## config.mk

```make
export PLATFORM = sky130hd
export DESIGN_NAME = bootrom_arbiter_flat
export DESIGN_NICKNAME = d
export VERILOG_FILES = /design/src/rtl/bootrom_arbiter_if.sv /design/src/rtl/bootrom_arbiter.sv /design/src/flat_wrapper.sv
export SDC_FILE = /design/constraint.sdc
export NUM_CORES = 1
export LEC_CHECK = 0
export ABC_AREA = 0
export CAP_MARGIN = 20
export CORE_MARGIN = 5
export CORE_UTILIZATION = 45
export DETAILED_ROUTE_END_ITERATION = 12
export HOLD_SLACK_MARGIN = 0.06
export MAX_ROUTING_LAYER = met4
export PLACE_DENSITY = 0.84
export RECOVER_POWER = 100
export SYNTH_ARGS = -nofsm -noshare
export SYNTH_HDL_FRONTEND = slang
export SYNTH_SLANG_ARGS = --single-unit
```

## constraint.sdc

```tcl
create_clock -name clk -period 1.7 [get_ports clk]
set_clock_uncertainty 0.1 [all_clocks]
set_input_delay 0.34 -clock clk [delete_from_list [all_inputs] [get_ports clk]]
set_output_delay 0.34 -clock clk [all_outputs]
set_load 0.1 [all_outputs]
```

## src/rtl/bootrom_arbiter_if.sv

```systemverilog
// Bus bundle between the tile-side AHB3-Lite requesters, the boot ROM
// arbiter and the shared combinational boot ROM.
//   req_*  : NREQ requester ports, flattened per-port slices
//   rom_*  : single shared ROM access port
// master modport: requesters + ROM model side; slave modport: arbiter side.
interface bootrom_arbiter_if #(
  parameter int unsigned PLEN = 32,
  parameter int unsigned XLEN = 32,
  parameter int unsigned NREQ = 2
);
  logic [NREQ-1:0]      req_hsel_i;
  logic [NREQ*PLEN-1:0] req_haddr_i;
  logic [NREQ-1:0]      req_hwrite_i;
  logic [NREQ*2-1:0]    req_htrans_i;
  logic [NREQ*XLEN-1:0] req_hrdata_o;
  logic [NREQ-1:0]      req_hready_o;
  logic [NREQ-1:0]      req_hresp_o;
  logic                 rom_hsel_o;
  logic [PLEN-1:0]      rom_haddr_o;
  logic [XLEN-1:0]      rom_hrdata_i;

  modport master (
    output req_hsel_i, req_haddr_i, req_hwrite_i, req_htrans_i,
    input  req_hrdata_o, req_hready_o, req_hresp_o,
    input  rom_hsel_o, rom_haddr_o,
    output rom_hrdata_i
  );

  modport slave (
    input  req_hsel_i, req_haddr_i, req_hwrite_i, req_htrans_i,
    output req_hrdata_o, req_hready_o, req_hresp_o,
    output rom_hsel_o, rom_haddr_o,
    input  rom_hrdata_i
  );
endinterface

```

## src/rtl/bootrom_arbiter.sv

```systemverilog
// Round-robin arbiter sharing one combinational boot ROM between NREQ
// AHB3-Lite requesters. Each captured transfer is stalled until granted;
// reads return registered ROM data with OKAY, writes get a two-cycle ERROR.
// Ports:
//   clk, rst : clock, synchronous active-high reset
//   bus      : bootrom_arbiter_if.slave (requester ports + ROM port)
module bootrom_arbiter #(
  parameter int unsigned PLEN = 32,
  parameter int unsigned XLEN = 32,
  parameter int unsigned NREQ = 2
) (
  input  logic               clk,
  input  logic               rst,
  bootrom_arbiter_if.slave   bus
);

  localparam int unsigned IDXW = (NREQ > 1) ? $clog2(NREQ) : 1;

  localparam logic [2:0] S_IDLE = 3'd0;
  localparam logic [2:0] S_READ = 3'd1;
  localparam logic [2:0] S_RESP = 3'd2;
  localparam logic [2:0] S_ERR1 = 3'd3;
  localparam logic [2:0] S_ERR2 = 3'd4;

  logic [2:0]           state_q, state_d;
  logic [IDXW-1:0]      grant_q, grant_d;
  logic [IDXW-1:0]      rr_ptr_q, rr_ptr_d;
  logic [NREQ-1:0]      pending_q, pending_d;
  logic [NREQ-1:0]      pwrite_q, pwrite_d;
  logic [PLEN-1:0]      paddr_q [NREQ];
  logic [PLEN-1:0]      paddr_d [NREQ];
  logic [NREQ-1:0]      hready_q, hready_d;
  logic [NREQ-1:0]      hresp_q, hresp_d;
  logic [NREQ*XLEN-1:0] hrdata_q, hrdata_d;
  logic                 rom_hsel_q, rom_hsel_d;
  logic [PLEN-1:0]      rom_haddr_q, rom_haddr_d;

  logic                 found;
  logic [IDXW-1:0]      cand;
  logic [IDXW-1:0]      win;
  logic [NREQ-1:0]      htrans_lsb_unused;

  // Only htrans[1] (NONSEQ/SEQ) matters for capture.
  always_comb begin
    for (int unsigned i = 0; i < NREQ; i++) begin
      htrans_lsb_unused[i] = bus.req_htrans_i[2*i];
    end
  end

  // Next-state, capture and registered-output computation.
  always_comb begin
    state_d     = state_q;
    grant_d     = grant_q;
    rr_ptr_d    = rr_ptr_q;
    pending_d   = pending_q;
    pwrite_d    = pwrite_q;
    paddr_d     = paddr_q;
    hrdata_d    = hrdata_q;
    rom_hsel_d  = 1'b0;
    rom_haddr_d = '0;
    hready_d    = '0;
    hresp_d     = '0;
    found       = 1'b0;
    cand        = '0;
    win         = '0;

    // Completion clears first so a same-edge new capture wins.
    if (state_q == S_RESP || state_q == S_ERR2) begin
      pending_d[grant_q] = 1'b0;
    end

    for (int unsigned i = 0; i < NREQ; i++) begin
      if (hready_q[i] && bus.req_hsel_i[i] && bus.req_htrans_i[2*i+1]) begin
        pending_d[i] = 1'b1;
        paddr_d[i]   = bus.req_haddr_i[i*PLEN +: PLEN];
        pwrite_d[i]  = bus.req_hwrite_i[i];
      end
    end

    case (state_q)
      S_IDLE: begin
        // Search ascends from rr_ptr, wrapping modulo NREQ.
        for (int unsigned k = 0; k < NREQ; k++) begin
          cand = IDXW'((32'(rr_ptr_q) + k) % NREQ);
          if (!found && pending_q[cand]) begin
            found = 1'b1;
            win   = cand;
          end
        end
        if (found) begin
          grant_d = win;
          if (pwrite_q[win]) begin
            state_d = S_ERR1;
          end else begin
            state_d     = S_READ;
            rom_hsel_d  = 1'b1;
            rom_haddr_d = paddr_q[win];
          end
        end
      end
      S_READ: begin
        hrdata_d[32'(grant_q)*XLEN +: XLEN] = bus.rom_hrdata_i;
        state_d = S_RESP;
      end
      S_RESP, S_ERR2: begin
        rr_ptr_d = IDXW'((32'(grant_q) + 32'd1) % NREQ);
        state_d  = S_IDLE;
      end
      S_ERR1: begin
        state_d = S_ERR2;
      end
      default: begin
        state_d = S_IDLE;
      end
    endcase

    // Per-port handshake outputs, precomputed from next-cycle state.
    for (int unsigned i = 0; i < NREQ; i++) begin
      hready_d[i] = !pending_d[i] ||
                    (grant_d == IDXW'(i) && (state_d == S_RESP || state_d == S_ERR2));
      hresp_d[i]  = (grant_d == IDXW'(i) && (state_d == S_ERR1 || state_d == S_ERR2));
    end
  end

  // State and output registers.
  always_ff @(posedge clk) begin
    if (rst) begin
      state_q     <= S_IDLE;
      grant_q     <= '0;
      rr_ptr_q    <= '0;
      pending_q   <= '0;
      pwrite_q    <= '0;
      paddr_q     <= '{default: '0};
      hready_q    <= '1;
      hresp_q     <= '0;
      hrdata_q    <= '0;
      rom_hsel_q  <= 1'b0;
      rom_haddr_q <= '0;
    end else begin
      state_q     <= state_d;
      grant_q     <= grant_d;
      rr_ptr_q    <= rr_ptr_d;
      pending_q   <= pending_d;
      pwrite_q    <= pwrite_d;
      paddr_q     <= paddr_d;
      hready_q    <= hready_d;
      hresp_q     <= hresp_d;
      hrdata_q    <= hrdata_d;
      rom_hsel_q  <= rom_hsel_d;
      rom_haddr_q <= rom_haddr_d;
    end
  end

  assign bus.req_hready_o = hready_q;
  assign bus.req_hresp_o  = hresp_q;
  assign bus.req_hrdata_o = hrdata_q;
  assign bus.rom_hsel_o   = rom_hsel_q;
  assign bus.rom_haddr_o  = rom_haddr_q;

endmodule

```

## src/flat_wrapper.sv

```systemverilog
// flat-port wrapper written by rule: the top's interface ports become plain ports
module bootrom_arbiter_flat 
#(
  parameter int unsigned PLEN = 32,
  parameter int unsigned XLEN = 32,
  parameter int unsigned NREQ = 2
)
  (clk, rst, bus_req_hsel_i, bus_req_haddr_i, bus_req_hwrite_i, bus_req_htrans_i, bus_req_hrdata_o, bus_req_hready_o, bus_req_hresp_o, bus_rom_hsel_o, bus_rom_haddr_o, bus_rom_hrdata_i);
  bootrom_arbiter_if #(.PLEN(PLEN), .XLEN(XLEN), .NREQ(NREQ)) bus_i ();
  input  logic clk;
  input  logic rst;
  input wire logic [$bits(bus_i.req_hsel_i)-1:0] bus_req_hsel_i;
  input wire logic [$bits(bus_i.req_haddr_i)-1:0] bus_req_haddr_i;
  input wire logic [$bits(bus_i.req_hwrite_i)-1:0] bus_req_hwrite_i;
  input wire logic [$bits(bus_i.req_htrans_i)-1:0] bus_req_htrans_i;
  output wire logic [$bits(bus_i.req_hrdata_o)-1:0] bus_req_hrdata_o;
  output wire logic [$bits(bus_i.req_hready_o)-1:0] bus_req_hready_o;
  output wire logic [$bits(bus_i.req_hresp_o)-1:0] bus_req_hresp_o;
  output wire logic [$bits(bus_i.rom_hsel_o)-1:0] bus_rom_hsel_o;
  output wire logic [$bits(bus_i.rom_haddr_o)-1:0] bus_rom_haddr_o;
  input wire logic [$bits(bus_i.rom_hrdata_i)-1:0] bus_rom_hrdata_i;
  assign bus_i.req_hsel_i = bus_req_hsel_i;
  assign bus_i.req_haddr_i = bus_req_haddr_i;
  assign bus_i.req_hwrite_i = bus_req_hwrite_i;
  assign bus_i.req_htrans_i = bus_req_htrans_i;
  assign bus_req_hrdata_o = bus_i.req_hrdata_o;
  assign bus_req_hready_o = bus_i.req_hready_o;
  assign bus_req_hresp_o = bus_i.req_hresp_o;
  assign bus_rom_hsel_o = bus_i.rom_hsel_o;
  assign bus_rom_haddr_o = bus_i.rom_haddr_o;
  assign bus_i.rom_hrdata_i = bus_rom_hrdata_i;
  bootrom_arbiter #(.PLEN(PLEN), .XLEN(XLEN), .NREQ(NREQ)) u_core (.clk(clk), .rst(rst), .bus(bus_i));
endmodule
```

==> flow_metrics.tcl <==
set metrics [dict create \
    status "finished, final reports clean" \
    grt_overflow 0 \
    r2r-end "u_core.bus.rom_haddr_o[24]$_SDFF_PP0_" \
    finalMaxSlewViolations 0 \
    crit_fanout 32 \
    path_cells "dlygate4sd3_1, and3_1, clkbuf_4, nand2_1, a21oi_1" \
    critical_path.startpoint_type "input port" \
    drc 0 \
    viasPerCell 5.22 \
    ys_seq_elements 174 \
    layout_setup_ws_ns 0.0897 \
    synth_ff_type "dfxtp_1" \
    layout.nets 1066 \
    crit_family "buffers and inverters" \
    post-route-period-util_pct 94.7 \
    antenna_found_initial 0 \
    setup_viol_count_final 0 \
    ys_types 35 \
    hold_viol 0 \
    hold_start "rst" \
    finalPower_uw 10400 \
    rr_startpoint "u_core.pending_q[0]$_SDFF_PP0_" \
    clkLatencyLatePin_ns 0.42 \
    grt_max_degree 140 \
    syn_area_um2 6200 \
    start_util_pct 46.4 \
    drtAntennaViolNets 0 \
    rsz0062_at_grt "no" \
    vias 5997 \
    hold_path.class "in2reg" \
    h-tree-depth 4 \
    cpMaxStageDelayCell "dlygate4sd3_1" \
    n_fill_cell 1076 \
    die_area_um2 16200 \
    cts_buffer_depth 2 \
    power_density_nw_per_um2 1180 \
    area_growth_pct 42.7 \
    ff2ff_setup_slack_ns 0.14 \
    pin_count 207 \
    synth_edf_count 0 \
    die_x_um 127 \
    numCtsBuffers 17 \
    grt_pass1_wl_um 30600 \
    grt_pass1_vias 6023 \
    place_inst 1117 \
    crit_buf_inv 2 \
    cts_hold_buf 0 \
    cts_root_buffer "clkbuf_16" \
    r2r_cells 5 \
    drt_iter0_markers 599 \
    drtPass1Iterations 7 \
    diodes 0 \
    place_ws_ns -0.0353 \
    ctsResizeCount 0 \
    post_cts_buffers 0 \
    max_freq_mhz 621 \
    core_area_um2 13300 \
    track_usage_pct 24.5 \
    endpoint_kind "flop" \
    synth_seq_area_share_pct 56.2 \
    clk_pin_slew_ns 0.07 \
    synthCells 769 \
    tightest_slew_ns 0.642 \
    stdcell_count 1149 \
    synth_nets 875 \
    relSlewSlack_pct 57.2 \
    clock-sinks 174 \
    leakage_uw 0.00331 \
    hold_end "u_core.state_q[0]$_SDFF_PP0_" \
    chipHeight_um 127 \
    port-buffer-count 204 \
    final_layout_size_suffix_gt1_share_pct 16.9 \
    dp_hpwl_um 13100 \
    max-cap-violations 0 \
    tritoncts "done" \
    drt-wirelength-per-cell_um 17.0 \
    core.rowCount 42 \
    ir_worst_vdd_mv 0.600 \
    crit_arrival_ns 1.85 \
    synthArstFlopShare_pct 0 \
    synth.avg_cell_area_um2 8.06 \
    ys_warn_count 0 \
    whs_path_depth 3 \
    fin_crit_ns 1.61 \
    path_class "in2reg" \
    fin_util_pct 66.2 \
    cp.required_ns 1.94 \
    slowest_delay_ns 0.54 \
    wirelength_um 19600 \
    place.gp.congestion 0.811 \
]
[worst reg2reg max path: cells and delay by family (launching register included)]
family / cells / cell delay [ns]
AO/OA/AOI/OAI: 2 / 0.57
flip-flops: 1 / 0.41
buffers and inverters: 2 / 0.29
AND/OR/NAND/NOR: 1 / 0.12
[cells in the final DEF (no fill, tap or decap), types with 2 or more instances in the layout]
| cell type | n |
|---|---|
| clkbuf_2 | 3 |
| inv_8 | 2 |
| nand2_1 | 327 |
| a21oi_1 | 164 |
| buf_4 | 8 |
| dfxtp_1 | 173 |
| o21ai_0 | 2 |
| and3_1 | 3 |
| nor3_4 | 2 |
| buf_12 | 9 |
| clkbuf_4 | 102 |
| nand3_1 | 4 |
| nor4_1 | 2 |
| inv_6 | 3 |
| nor2b_1 | 2 |
| bufinv_16 | 7 |
| nor3_1 | 4 |
| clkdlybuf4s50_1 | 101 |
| nor2_1 | 9 |
| clkbuf_16 | 17 |
| inv_1 | 3 |
[sequential cells by signal, summed over array words and instances (netlist names)]
name                     count
u_core.pwrite_q              2
u_core.bus.req_hresp_o       2
u_core.grant_q               1
u_core.bus.rom_hsel_o        1
u_core.pending_q             2
u_core.rr_ptr_q              1
u_core.state_q               3
u_core.bus.req_hready_o      2
u_core.bus.rom_haddr_o      32
u_core.bus.req_hrdata_o     64
u_core.paddr_q              64
[worst max-delay path by stage]
stage                                          start                               endpoint  slack (ns)  depth (start not counted)
2_1_floorplan  u_core.bus.req_hready_o[0]$_SDFF_PP1_        u_core.paddr_q[33]$_SDFFE_PP0P_        0.13                          5
3_3_place_gp                     bus_req_htrans_i[1]  u_core.bus.req_hready_o[0]$_SDFF_PP1_      -0.006                          5
3_5_place_dp                     bus_req_htrans_i[1]        u_core.paddr_q[55]$_SDFFE_PP0P_       -0.04                          5
4_1_cts                 u_core.state_q[2]$_SDFF_PP0_   u_core.bus.req_hresp_o[1]$_SDFF_PP0_        0.15                          4
5_1_grt                          bus_req_htrans_i[1]        u_core.paddr_q[59]$_SDFFE_PP0P_        0.01                          5
6_report                         bus_req_htrans_i[1]        u_core.paddr_q[50]$_SDFFE_PP0P_        0.09                          5
[metrics by stage]
step	hold slack, ns	instance area (um^2)	TNS, ns
5_1_grt	0.136	8840	0
2_1_floorplan	0.332	6200	0
4_1_cts	0.120	10200	0
3_3_place_gp	0.342	9540	-0.00644
3_5_place_dp	0.347	9540	-0.338
6_report	0.139	8840	0
[layer usage]
layer / track usage (%) / share of wire, % / vias to the layer above
li1: - / - / 2869
met1: 27.7 / 39 / 2812
met2: 40.6 / 49 / 284
met3: 9.14 / 10 / 32
met4: 7.26 / 1.4 / 0
met5: - / 0 / -
[cell type report]
type	instances	area [um^2]	share of cell area (%)
clock inverters	15	280	3.17
well taps	176	220	2.49
flip-flops and latches	174	3490	39.4
inverters	4	15.0	0.170
clock buffers	17	425	4.81
repair buffers	226	2050	23.2
multi-input cells	537	2360	26.7
[kinds of logic after synthesis]
logic type | synth area share [%]
simple gates | 23.0
compound gates | 16.4
flops | 56.2
buf+inv | 4.10
xor+xnor | 0.141
mux | 0.162
[power breakdown]
group	leakage, uW	switching (uW)	internal, uW
registers	0.00141	91.5	4230
clock network	0.000342	1680	2940
logic	0.00156	997	490
total	0.00331	2770	7660
[cell usage after synthesis (2+ instances only)]
cell type	count	area, um^2
nor4_1	2	12.5
buf_1	3	11.3
buf_2	5	25.0
a21oi_2	29	254
nand2_1	327	1230
buf_6	4	45.0
o21ai_0	2	10.0
a21oi_1	135	676
nor3_1	4	20.0
inv_1	3	11.3
o21ai_1	2	10.0
nor2_1	10	37.5
clkbuf_1	42	158
nor2b_1	2	12.5
nand3_1	4	20.0
and3_1	3	18.8
dfxtp_1	174	3480
(Power assumes the default switching activity.)
